## src/rtl/alu_pkg.sv

```systemverilog
// Shared encodings for the pipelined ALU: opcodes, condition codes, shift types,
// NZCV bit positions and small decode helpers.
package alu_pkg;

    localparam logic [3:0] OP_AND = 4'b0000;
    localparam logic [3:0] OP_ORR = 4'b0001;
    localparam logic [3:0] OP_EOR = 4'b0010;
    localparam logic [3:0] OP_MVN = 4'b0011;
    localparam logic [3:0] OP_ADD = 4'b0100;
    localparam logic [3:0] OP_ADC = 4'b0101;
    localparam logic [3:0] OP_SUB = 4'b0110;
    localparam logic [3:0] OP_SBC = 4'b0111;
    localparam logic [3:0] OP_RSB = 4'b1000;
    localparam logic [3:0] OP_MOV = 4'b1001;
    localparam logic [3:0] OP_TST = 4'b1010;
    localparam logic [3:0] OP_CMP = 4'b1011;
    localparam logic [3:0] OP_CMN = 4'b1100;
    localparam logic [3:0] OP_TEQ = 4'b1101;

    localparam logic [3:0] CC_AL = 4'b0000;
    localparam logic [3:0] CC_EQ = 4'b0001;
    localparam logic [3:0] CC_NE = 4'b0010;
    localparam logic [3:0] CC_CS = 4'b0011;
    localparam logic [3:0] CC_CC = 4'b0100;
    localparam logic [3:0] CC_MI = 4'b0101;
    localparam logic [3:0] CC_PL = 4'b0110;
    localparam logic [3:0] CC_VS = 4'b0111;
    localparam logic [3:0] CC_VC = 4'b1000;
    localparam logic [3:0] CC_HI = 4'b1001;
    localparam logic [3:0] CC_LS = 4'b1010;
    localparam logic [3:0] CC_GE = 4'b1011;
    localparam logic [3:0] CC_LT = 4'b1100;
    localparam logic [3:0] CC_GT = 4'b1101;
    localparam logic [3:0] CC_LE = 4'b1110;
    localparam logic [3:0] CC_NV = 4'b1111;

    localparam logic [2:0] SH_NONE = 3'b000;
    localparam logic [2:0] SH_LSL  = 3'b001;
    localparam logic [2:0] SH_LSR  = 3'b010;
    localparam logic [2:0] SH_ASR  = 3'b011;
    localparam logic [2:0] SH_ROR  = 3'b100;

    localparam int FLAG_N = 3;
    localparam int FLAG_Z = 2;
    localparam int FLAG_C = 1;
    localparam int FLAG_V = 0;

    typedef enum logic [1:0] {
        CLS_NONE,
        CLS_LOGIC,
        CLS_ARITH
    } alu_class_e;

    function automatic logic cond_pass(input logic [3:0] cond, input logic [3:0] f);
        logic n, z, c, v, pass;
        n    = f[FLAG_N];
        z    = f[FLAG_Z];
        c    = f[FLAG_C];
        v    = f[FLAG_V];
        pass = 1'b0;
        case (cond)
            CC_AL:   pass = 1'b1;
            CC_EQ:   pass = z;
            CC_NE:   pass = !z;
            CC_CS:   pass = c;
            CC_CC:   pass = !c;
            CC_MI:   pass = n;
            CC_PL:   pass = !n;
            CC_VS:   pass = v;
            CC_VC:   pass = !v;
            CC_HI:   pass = c && !z;
            CC_LS:   pass = !c || z;
            CC_GE:   pass = (n == v);
            CC_LT:   pass = (n != v);
            CC_GT:   pass = !z && (n == v);
            CC_LE:   pass = z || (n != v);
            default: pass = 1'b0;
        endcase
        return pass;
    endfunction

    // Compare/test ops and the reserved encodings never write back.
    function automatic logic op_writes(input logic [3:0] op);
        return (op <= OP_MOV);
    endfunction

endpackage

```

## src/rtl/alu_shifter.sv

```systemverilog
// Combinational barrel shifter for operand B. carry_en=0 means "no shift took place",
// in which case the consumer substitutes the architectural C flag.
module alu_shifter
    import alu_pkg::*;
#(
    parameter  int WIDTH = 32,
    localparam int SHW   = $clog2(WIDTH)
) (
    input  logic [WIDTH-1:0] b_in,
    input  logic [2:0]       sh_type,
    input  logic [SHW-1:0]   sh_amt,
    output logic [WIDTH-1:0] b_out,
    output logic             carry_out,
    output logic             carry_en
);

    // One extra bit on each shift captures the last bit shifted out.
    logic [WIDTH:0]     lsl_w;
    logic [WIDTH:0]     lsr_w;
    logic [WIDTH:0]     asr_w;
    logic [2*WIDTH-1:0] ror_w;

    assign lsl_w = {1'b0, b_in} << sh_amt;
    assign lsr_w = {b_in, 1'b0} >> sh_amt;
    assign asr_w = $signed({b_in, 1'b0}) >>> sh_amt;
    assign ror_w = {b_in, b_in} >> sh_amt;

    always_comb begin
        b_out     = b_in;
        carry_out = 1'b0;
        carry_en  = 1'b0;
        if (sh_amt != '0) begin
            case (sh_type)
                SH_LSL: begin
                    b_out     = lsl_w[WIDTH-1:0];
                    carry_out = lsl_w[WIDTH];
                    carry_en  = 1'b1;
                end
                SH_LSR: begin
                    b_out     = lsr_w[WIDTH:1];
                    carry_out = lsr_w[0];
                    carry_en  = 1'b1;
                end
                SH_ASR: begin
                    b_out     = asr_w[WIDTH:1];
                    carry_out = asr_w[0];
                    carry_en  = 1'b1;
                end
                SH_ROR: begin
                    b_out     = ror_w[WIDTH-1:0];
                    carry_out = ror_w[WIDTH-1];
                    carry_en  = 1'b1;
                end
                default: begin
                    b_out     = b_in;
                    carry_out = 1'b0;
                    carry_en  = 1'b0;
                end
            endcase
        end
    end

endmodule

```

## src/rtl/alu_pipe.sv

```systemverilog
// Two-stage pipelined ALU with NZCV status register, conditional execution and
// valid/ready handshake on input and output.
module alu_pipe
    import alu_pkg::*;
#(
    parameter  int WIDTH     = 32,
    parameter  int IMM_WIDTH = 16,
    localparam int SHW       = $clog2(WIDTH)
) (
    input  logic                 Clk,
    input  logic                 Rst_n,
    input  logic                 In_Valid,
    output logic                 In_Ready,
    input  logic [WIDTH-1:0]     In1,
    input  logic [WIDTH-1:0]     In2,
    input  logic [IMM_WIDTH-1:0] Immediate,
    input  logic                 Use_Imm,
    input  logic [3:0]           Opcode,
    input  logic [3:0]           Cond,
    input  logic [2:0]           SR_Cont,
    input  logic [SHW-1:0]       SR_Bit,
    input  logic                 S,
    output logic                 Out_Valid,
    input  logic                 Out_Ready,
    output logic [WIDTH-1:0]     Out,
    output logic                 Out_Wr,
    output logic                 Out_Exec,
    output logic [3:0]           Flags
);

    // Stage-1 registers
    logic             s1_valid_q, s1_valid_d;
    logic [WIDTH-1:0] s1_a_q, s1_a_d;
    logic [WIDTH-1:0] s1_b_q, s1_b_d;
    logic             s1_sc_q, s1_sc_d;
    logic             s1_sc_en_q, s1_sc_en_d;
    logic [3:0]       s1_op_q, s1_op_d;
    logic [3:0]       s1_cond_q, s1_cond_d;
    logic             s1_s_q, s1_s_d;

    // Stage-2 / output registers
    logic             out_valid_q, out_valid_d;
    logic [WIDTH-1:0] out_q, out_d;
    logic             out_wr_q, out_wr_d;
    logic             out_exec_q, out_exec_d;
    logic [3:0]       flags_q, flags_d;

    logic             s2_adv;
    logic             s1_adv;
    logic [WIDTH-1:0] b_sel;
    logic [WIDTH-1:0] b_shifted;
    logic             sh_carry;
    logic             sh_carry_en;

    assign s2_adv   = !out_valid_q || Out_Ready;
    assign s1_adv   = !s1_valid_q || s2_adv;
    assign In_Ready = s1_adv;
    assign b_sel    = Use_Imm ? WIDTH'(Immediate) : In2;

    alu_shifter #(.WIDTH(WIDTH)) u_shifter (
        .b_in      (b_sel),
        .sh_type   (SR_Cont),
        .sh_amt    (SR_Bit),
        .b_out     (b_shifted),
        .carry_out (sh_carry),
        .carry_en  (sh_carry_en)
    );

    always_comb begin : s1_next
        s1_valid_d = s1_valid_q;
        s1_a_d     = s1_a_q;
        s1_b_d     = s1_b_q;
        s1_sc_d    = s1_sc_q;
        s1_sc_en_d = s1_sc_en_q;
        s1_op_d    = s1_op_q;
        s1_cond_d  = s1_cond_q;
        s1_s_d     = s1_s_q;
        if (s1_adv) begin
            s1_valid_d = In_Valid;
            if (In_Valid) begin
                s1_a_d     = In1;
                s1_b_d     = b_shifted;
                s1_sc_d    = sh_carry;
                s1_sc_en_d = sh_carry_en;
                s1_op_d    = Opcode;
                s1_cond_d  = Cond;
                s1_s_d     = S;
            end
        end
    end

    // ALU core: operands are steered so one adder covers every add/subtract form.
    alu_class_e       cls;
    logic [WIDTH-1:0] opa;
    logic [WIDTH-1:0] opb;
    logic             cin;
    logic [WIDTH:0]   sum;
    logic [WIDTH-1:0] logic_res;
    logic [WIDTH-1:0] res;
    logic             arith_v;
    logic             shc;
    logic             pass;

    always_comb begin : alu_core
        opa       = s1_a_q;
        opb       = s1_b_q;
        cin       = 1'b0;
        logic_res = '0;
        cls       = CLS_NONE;
        // The carry for an unshifted operand is resolved here so it sees the latest C.
        shc       = s1_sc_en_q ? s1_sc_q : flags_q[FLAG_C];
        pass      = cond_pass(s1_cond_q, flags_q);
        case (s1_op_q)
            OP_AND, OP_TST: begin logic_res = s1_a_q & s1_b_q; cls = CLS_LOGIC; end
            OP_ORR:         begin logic_res = s1_a_q | s1_b_q; cls = CLS_LOGIC; end
            OP_EOR, OP_TEQ: begin logic_res = s1_a_q ^ s1_b_q; cls = CLS_LOGIC; end
            OP_MVN:         begin logic_res = ~s1_b_q;         cls = CLS_LOGIC; end
            OP_MOV:         begin logic_res = s1_b_q;          cls = CLS_LOGIC; end
            OP_ADD, OP_CMN: cls = CLS_ARITH;
            OP_ADC: begin
                cin = flags_q[FLAG_C];
                cls = CLS_ARITH;
            end
            OP_SUB, OP_CMP: begin
                opb = ~s1_b_q;
                cin = 1'b1;
                cls = CLS_ARITH;
            end
            OP_SBC: begin
                opb = ~s1_b_q;
                cin = flags_q[FLAG_C];
                cls = CLS_ARITH;
            end
            OP_RSB: begin
                opa = s1_b_q;
                opb = ~s1_a_q;
                cin = 1'b1;
                cls = CLS_ARITH;
            end
            default: cls = CLS_NONE;
        endcase
        sum     = {1'b0, opa} + {1'b0, opb} + {{WIDTH{1'b0}}, cin};
        arith_v = (opa[WIDTH-1] == opb[WIDTH-1]) && (sum[WIDTH-1] != opa[WIDTH-1]);
        case (cls)
            CLS_LOGIC: res = logic_res;
            CLS_ARITH: res = sum[WIDTH-1:0];
            default:   res = '0;
        endcase
    end

    always_comb begin : s2_next
        out_valid_d = out_valid_q;
        out_d       = out_q;
        out_wr_d    = out_wr_q;
        out_exec_d  = out_exec_q;
        flags_d     = flags_q;
        if (s2_adv) begin
            out_valid_d = s1_valid_q;
            if (s1_valid_q) begin
                out_exec_d = pass;
                out_d      = pass ? res : '0;
                out_wr_d   = pass && op_writes(s1_op_q);
                if (pass && s1_s_q && (cls != CLS_NONE)) begin
                    flags_d[FLAG_N] = res[WIDTH-1];
                    flags_d[FLAG_Z] = (res == '0);
                    if (cls == CLS_ARITH) begin
                        flags_d[FLAG_C] = sum[WIDTH];
                        flags_d[FLAG_V] = arith_v;
                    end else begin
                        flags_d[FLAG_C] = shc;
                    end
                end
            end
        end
    end

    always_ff @(posedge Clk or negedge Rst_n) begin
        if (!Rst_n) begin
            s1_valid_q  <= 1'b0;
            s1_a_q      <= '0;
            s1_b_q      <= '0;
            s1_sc_q     <= 1'b0;
            s1_sc_en_q  <= 1'b0;
            s1_op_q     <= '0;
            s1_cond_q   <= '0;
            s1_s_q      <= 1'b0;
            out_valid_q <= 1'b0;
            out_q       <= '0;
            out_wr_q    <= 1'b0;
            out_exec_q  <= 1'b0;
            flags_q     <= '0;
        end else begin
            s1_valid_q  <= s1_valid_d;
            s1_a_q      <= s1_a_d;
            s1_b_q      <= s1_b_d;
            s1_sc_q     <= s1_sc_d;
            s1_sc_en_q  <= s1_sc_en_d;
            s1_op_q     <= s1_op_d;
            s1_cond_q   <= s1_cond_d;
            s1_s_q      <= s1_s_d;
            out_valid_q <= out_valid_d;
            out_q       <= out_d;
            out_wr_q    <= out_wr_d;
            out_exec_q  <= out_exec_d;
            flags_q     <= flags_d;
        end
    end

    assign Out_Valid = out_valid_q;
    assign Out       = out_q;
    assign Out_Wr    = out_wr_q;
    assign Out_Exec  = out_exec_q;
    assign Flags     = flags_q;

endmodule
```

## config.mk

```make
export PLATFORM = sky130hd
export DESIGN_NAME = alu_pipe
export DESIGN_NICKNAME = d
export VERILOG_FILES = /design/src/rtl/alu_pkg.sv /design/src/rtl/alu_shifter.sv /design/src/rtl/alu_pipe.sv
export SDC_FILE = /design/constraint.sdc
export NUM_CORES = 1
export LEC_CHECK = 0
export ABC_AREA = 1
export CORE_ASPECT_RATIO = 1.2
export CORE_MARGIN = 2
export CORE_UTILIZATION = 40
export DETAILED_ROUTE_END_ITERATION = 16
export PLACE_DENSITY = 0.62
export SYNTH_ARGS = -nofsm -noshare
export SYNTH_HDL_FRONTEND = slang
export SYNTH_SLANG_ARGS = --single-unit
```

## constraint.sdc

```tcl
create_clock -name Clk -period 4.8 [get_ports Clk]
set_input_delay 0.96 -clock Clk [delete_from_list [all_inputs] [get_ports Clk]]
set_output_delay 0.96 -clock Clk [all_outputs]
set_load 0.03 [all_outputs]
```

-- Word-level counts from Yosys, hierarchy flattened
Cells that the tools add are included.
- register bits after elaboration: 115
- bits of input ports: 102
- output and inout bits: 40
- logic and storage cells: 116
- $add $sub $neg: 2
- magnitude comparators: 1
- equality and inequality tests: 37
- shift operators: 4
- muxes and demuxes: 17
- bitwise logic cells: 5
- reduce and logical (&&, ||, !) cells: 35
- operators by type and width (operator ; count):
    $pmux 32 s5 ; 1
    $mux 32 ; 4
    $pmux 32 s2 ; 2
    $pmux 32 s4 ; 1
    $not 32->32 ; 2
    $shr 64x5->32 ; 1
    $eq 4x4->1 const B ; 13
    $add 32x32->33 ; 1
    $add 33x1->33 ; 1
    $shl 32x5->33 ; 1
    $shr 33x5->33 ; 1
    $sshr 33x5->33 ; 1
    $and 32x32->32 ; 1
    $eq 4x3->1 const B ; 8
    $logic_not 32->1 ; 1
    $or 32x32->32 ; 1
    $xor 32x32->32 ; 1
    $eq 4x2->1 const B ; 4
    $pmux 1 s15 ; 1
    $reduce_or 7->1 ; 2
    $eq 4x1->1 const B ; 2
    $logic_not 4->1 ; 2
    $reduce_and 4->1 ; 2
    $eq 3x2->1 const B ; 2
    21 further kinds ; 45

-- Depth between registers and ports, before layout
- depth after elaboration: 7
- depth in mapped cells: 28
- gate-level depth less buffers: 28

-- By module
Synthesis repeated with hierarchy kept, for this count alone.
- cells, all modules: 2690
- area, all modules: 15262.1 µm²
- by module, submodules not included (module ; times used ; cells each ; area each (µm²) ; sequential area each (µm²)):
    alu_pipe ; 1 ; 1645 ; 10540.1 ; 2877.8
    alu_shifter ; 1 ; 1045 ; 4722.0 ; 0.0

-- Least setup slack after synthesis
OpenSTA, ideal clock, no wires.
- kind: reg-to-reg
- start point: reg s1_op_q[1]
- end point: reg flags_q[2], in the netlist Flags[2]
- library setup time: 0.065 ns
- arrival time: 3.492 ns
- data required time: 4.735 ns
- slack: 1.243 ns
- cell stages (with the launch flop): 28
- buffers on the path: 2
- clock period less this slack: 3.557 ns
- cells stage by stage: dfrtp_1 -> nor2_1 -> inv_1 -> nor2_1 -> clkbuf_1 -> buf_1 -> a311oi_1 -> o21ai_0 -> fa_1 -> inv_1 -> fa_1 -> inv_1 -> nand3_1 -> nand3_1 -> nand2_1 -> nand2_1 -> nand2_1 -> nand2_1 -> nand2_1 -> nand2_1 -> o21ai_0 -> nand2_1 -> nand2_1 -> nor2_1 -> nand2_1 -> nor2_1 -> nand2_1 -> nand2_1
- longest elaborated chain between the ends: 7
- elaborated cells on any way between the ends: 35
- classes of those cells: add/sub: 2; eq/ne: 15; mux: 6; reduce/logical: 12
- ends and longest elaborated chain (what ; RTL line ; RTL):
    start: declaration ; alu_pipe.sv:37 ; logic [3:0] s1_op_q, s1_op_d;
    start signal: assignment ; alu_pipe.sv:198 ; s1_op_q <= s1_op_d;
    $eq 4x3->1 / $eq 4x4->1 (equally long branches) ; alu_pipe.sv:113 ; case (s1_op_q)
    $reduce_or 3->1 (no line) ; - ;
    $pmux 32 s2 ; alu_pipe.sv:113 ;
    $add 32x32->33 ; alu_pipe.sv:142 ; sum = {1'b0, opa} + {1'b0, opb} + {{WIDTH{1'b0}}, cin};
    $add 33x1->33 ; alu_pipe.sv:142 ;
    $pmux 32 s2 ; alu_pipe.sv:144 ; case (cls)
    $logic_not 32->1 ; alu_pipe.sv:165 ; flags_d[FLAG_Z] = (res == '0);
    end signal: assignment ; alu_pipe.sv:205 ; flags_q <= flags_d;
    end: declaration ; alu_pipe.sv:46 ; logic [3:0] flags_q, flags_d;
Several ways; a longest one is shown, not always the timed one.
A chain may end at the register's enable or synchronous reset.

-- Final worst setup path
Same ends and word-level chain as after synthesis.

==> impl_metrics.py <==
metrics = {
    "status": {
        "status": "completed",
    },
    "die": {
        "io_pins": 142,
        "initial_core_util_pct": 40.55,
        "num_rows": 77,
        "coreArea_sq_um": 36900,
        "die_w_microns": 180.6,
        "die_area_sq_um": 38970,
        "die_h_microns": 215.9,
    },
    "synthesis": {
        "syn_inst": 2665,
        "netlist_area_sq_um": 14960,
        "yosys_warnings": 0,
        "async_flop_share_pct": 100.0,
        "synth_top_family_by_area": "simple AND/OR/NAND/NOR gates",
        "synthXorXnorAreaFrac_pct": 0.1171,
        "synthSimpleGateAreaFrac_pct": 38.59,
        "synthMuxAreaShare_pct": 0.6690,
        "synth_nets": 2867,
        "yosysUniqueCellTypes": 51,
        "synth_flop_cell": "dfrtp_1",
        "yosys.area_share.adder_pct": 8.463,
        "synth_area_per_cell_sq_um": 5.614,
        "ys_seq_elements": 115,
        "synth-edff-count": 0,
        "seq_area_frac_synth_pct": 19.23,
        "synth-compound-area-share_pct": 22.01,
    },
    "grt": {
        "grt_pass1_vias": 18350,
        "grt_pass1_wl_microns": 110300,
        "grt_start_max_net_pins": 55,
        "overflow": 0,
        "antenna_found_initial": 0,
        "track_usage_pct": 37.46,
    },
    "clock_tree": {
        "cts_tree": "yes",
        "clock-root-buffer": "clkbuf_16",
        "numClockSinks": 115,
        "insertion_delay_ns": 0.45,
        "numCtsBuffers": 17,
        "path_clk_slew_ns": 0.06,
        "cts_max_level": 4,
        "cts_setup_buffers": 0,
        "clockBufferDepth": 2,
    },
    "drt": {
        "wirelength_microns": 73670,
        "via_per_inst": 5.731,
        "detailroute.via_count": 18670,
        "wl_per_cell_microns": 22.62,
        "antenna_left": 0,
        "drtPass1Iterations": 5,
        "drtIter0Drc": 1467,
        "drc": 0,
    },
    "worst_setup_path": {
        "worstSetupPathType": "flop to flop",
        "worstPathMaxFanout": 17,
        "crit_top_cell": "nand2_1",
        "worstSetupEndpointType": "flop",
        "critical_path.cell_chain": "nor2_1 > inv_1 > nor2_4 > nor2_1 > inv_1 > o21ai_0 > fa_1 > inv_1 > fa_1 > inv_1 > nand3_1 > nand3_1 > nand2_1 > nand3_1 > nand2_1 > nand2_1 > o21ai_2 > nand2_1 > nand4_1 > nor2_1 > nand2_1 > nor2_1 > nand2_1 > nand2_1",
        "arrival_ns": 4.83,
        "critPathSlowestCell": "fa_1",
        "worstPathRequired_ns": 5.14,
        "startpoint_type": "flop",
        "reg2reg_slack_ns": 0.32,
        "max_stage_delay_ns": 0.49,
    },
    "placed_design": {
        "gp_congestion": 1.080,
        "io_buffers": 141,
        "hpwl_microns": 58770,
        "pre_cts_slack_ns": 0.07240,
    },
    "cells_and_area": {
        "antenna_cells": 0,
        "drive_gt1_share_pct": 5.426,
        "area_growth_pct": 18.28,
        "post-route-util_pct": 47.96,
        "final_nets": 2972,
        "final_cell_mix": "nand2_1, o21ai_0, inv_1",
        "final_common_cell": "nand2_1",
    },
    "worst_hold_path": {
        "worstHoldPathType": "input pin to async pin",
    },
    "sta": {
        "finalHoldViolations": 0,
        "drv_slew": 0,
        "tightest_slew_ns": 1.017,
        "fmax_mhz": 223.1,
        "fin_crit_ns": 4.482,
        "setup_viol": 0,
        "worst_slack_ns": 0.3176,
        "finalClockSkew_ns": 0.009220,
        "relSlewSlack_pct": 32.15,
        "setup_tns_ns": 0,
        "rsz0062_at_grt": "false",
        "fin_crit_sh_pct": 93.38,
    },
    "pwr": {
        "p_int_uw": 3372,
        "power_uw": 6736,
        "clockPowerShare_pct": 22.6,
        "power_density_nw_per_um2": 380.6,
        "power.switching_uw": 3364,
        "ir_worst_vdd_mv": 0.2804,
        "swShare_pct": 49.95,
        "leakagePower_uw": 0.009119,
        "p_comb_share_pct": 57.3,
        "power.share.sequential_pct": 20.2,
    },
    "job": {
        "drv_cap": 0,
    },
}
final cells by class:
type / instances / area [sq um]
clock buffer: 21 / 460.4
clock inverter: 11 / 221.5
fill: 4056 / 19200
inverter: 289 / 1086
multi-input combinational: 2131 / 10470
sequential: 115 / 2878
tap: 474 / 593.1
timing repair buffer: 216 / 1986
registers in the layout (all words and copies together) (netlist names), 4 cells and up:
name       count
Flags          4
Out           32
s1_a_q        32
s1_b_q        32
s1_cond_q      4
s1_op_q        4
kinds of logic (layout without fill, tap and decap cells):
group | after synthesis | in the layout
and+or+nand+nor | 1432 | 1432
AOI/OAI and AO/OA | 587 | 587
buffers and inverters | 419 | 537
DFF | 115 | 115
adders and majority gates | 100 | 100
muxes | 10 | 10
xor gates and xnor gates | 2 | 2
cells in the mapped netlist (15+ instances only):
library cell / instances / area (sq um)
clkbuf_1: 80 / 300.3
inv_1: 271 / 1017
buf_2: 24 / 120.1
o211ai_1: 31 / 232.7
dfrtp_1: 115 / 2878
nand3_1: 174 / 870.8
a22oi_1: 35 / 262.8
ha_1: 98 / 1226
buf_1: 20 / 75.07
o21ai_0: 281 / 1406
nand4_1: 21 / 131.4
nor2_1: 145 / 544.3
a21oi_1: 79 / 395.4
inv_2: 15 / 56.30
o21ai_1: 93 / 465.5
nand2_1: 1046 / 3926
routing by layer:
layer	vias up	wire [microns]	global-route usage, %
li1	8909	-	-
met1	8702	26930	40.11
met2	795	36010	66.37
met3	259	3777	4.067
met4	0	6951	30.75
met5	-	0	0
metrics by stage:
stage                     cell area, sq um  hold slack [ns]  std cells
after floorplan                      14960           0.4492       2665
after global placement               17010           0.4646       3225
after detailed placement             17010           0.4772       3225
after CTS                            17690           0.4145       3257
after global routing                 17700           0.4321       3257
final                                17700           0.4316       3257
worst max-delay path, delay by kind of cell (launching register included):
kind	cells	cell delay (ns)
AOI/OAI and AO/OA	2	0.55
DFF	1	0.44
buffers and inverters	4	0.59
and+or+nand+nor	16	2.15
adders and majority gates	2	0.66
worst paths after layout:
kind,start,to,cells past startpoint
min in group Clk,s1_sc_q$_DFFE_PN0P_,s1_sc_q$_DFFE_PN0P_,2
max in group asynchronous,Rst_n,s1_b_q[19]$_DFFE_PN0P_,2
setup reg to reg,s1_op_q[1]$_DFFE_PN0P_,Flags[2]$_DFFE_PN0P_,24
setup / recovery,s1_op_q[1]$_DFFE_PN0P_,Flags[2]$_DFFE_PN0P_,24
hold reg to reg,s1_sc_q$_DFFE_PN0P_,s1_sc_q$_DFFE_PN0P_,2
hold / removal,Rst_n,s1_a_q[15]$_DFFE_PN0P_,1
power by group through the flow:
stage,registers (uW),logic (uW),clock network [uW]
after floorplan,1460,2260,0
after global placement,1360,3750,0
after detailed placement,1370,3770,0
after CTS,1350,3790,1540
after global routing,1380,4220,1570
final,1360,3860,1520
what timing repair did:
item / in CTS / in global routing
hold buffers: 0 / 0
setup endpoints to repair: 0 / 2
gates resized for setup: 0 / 3
endpoints found under the hold margin: 0 / 0
(Power assumes the default switching activity.)
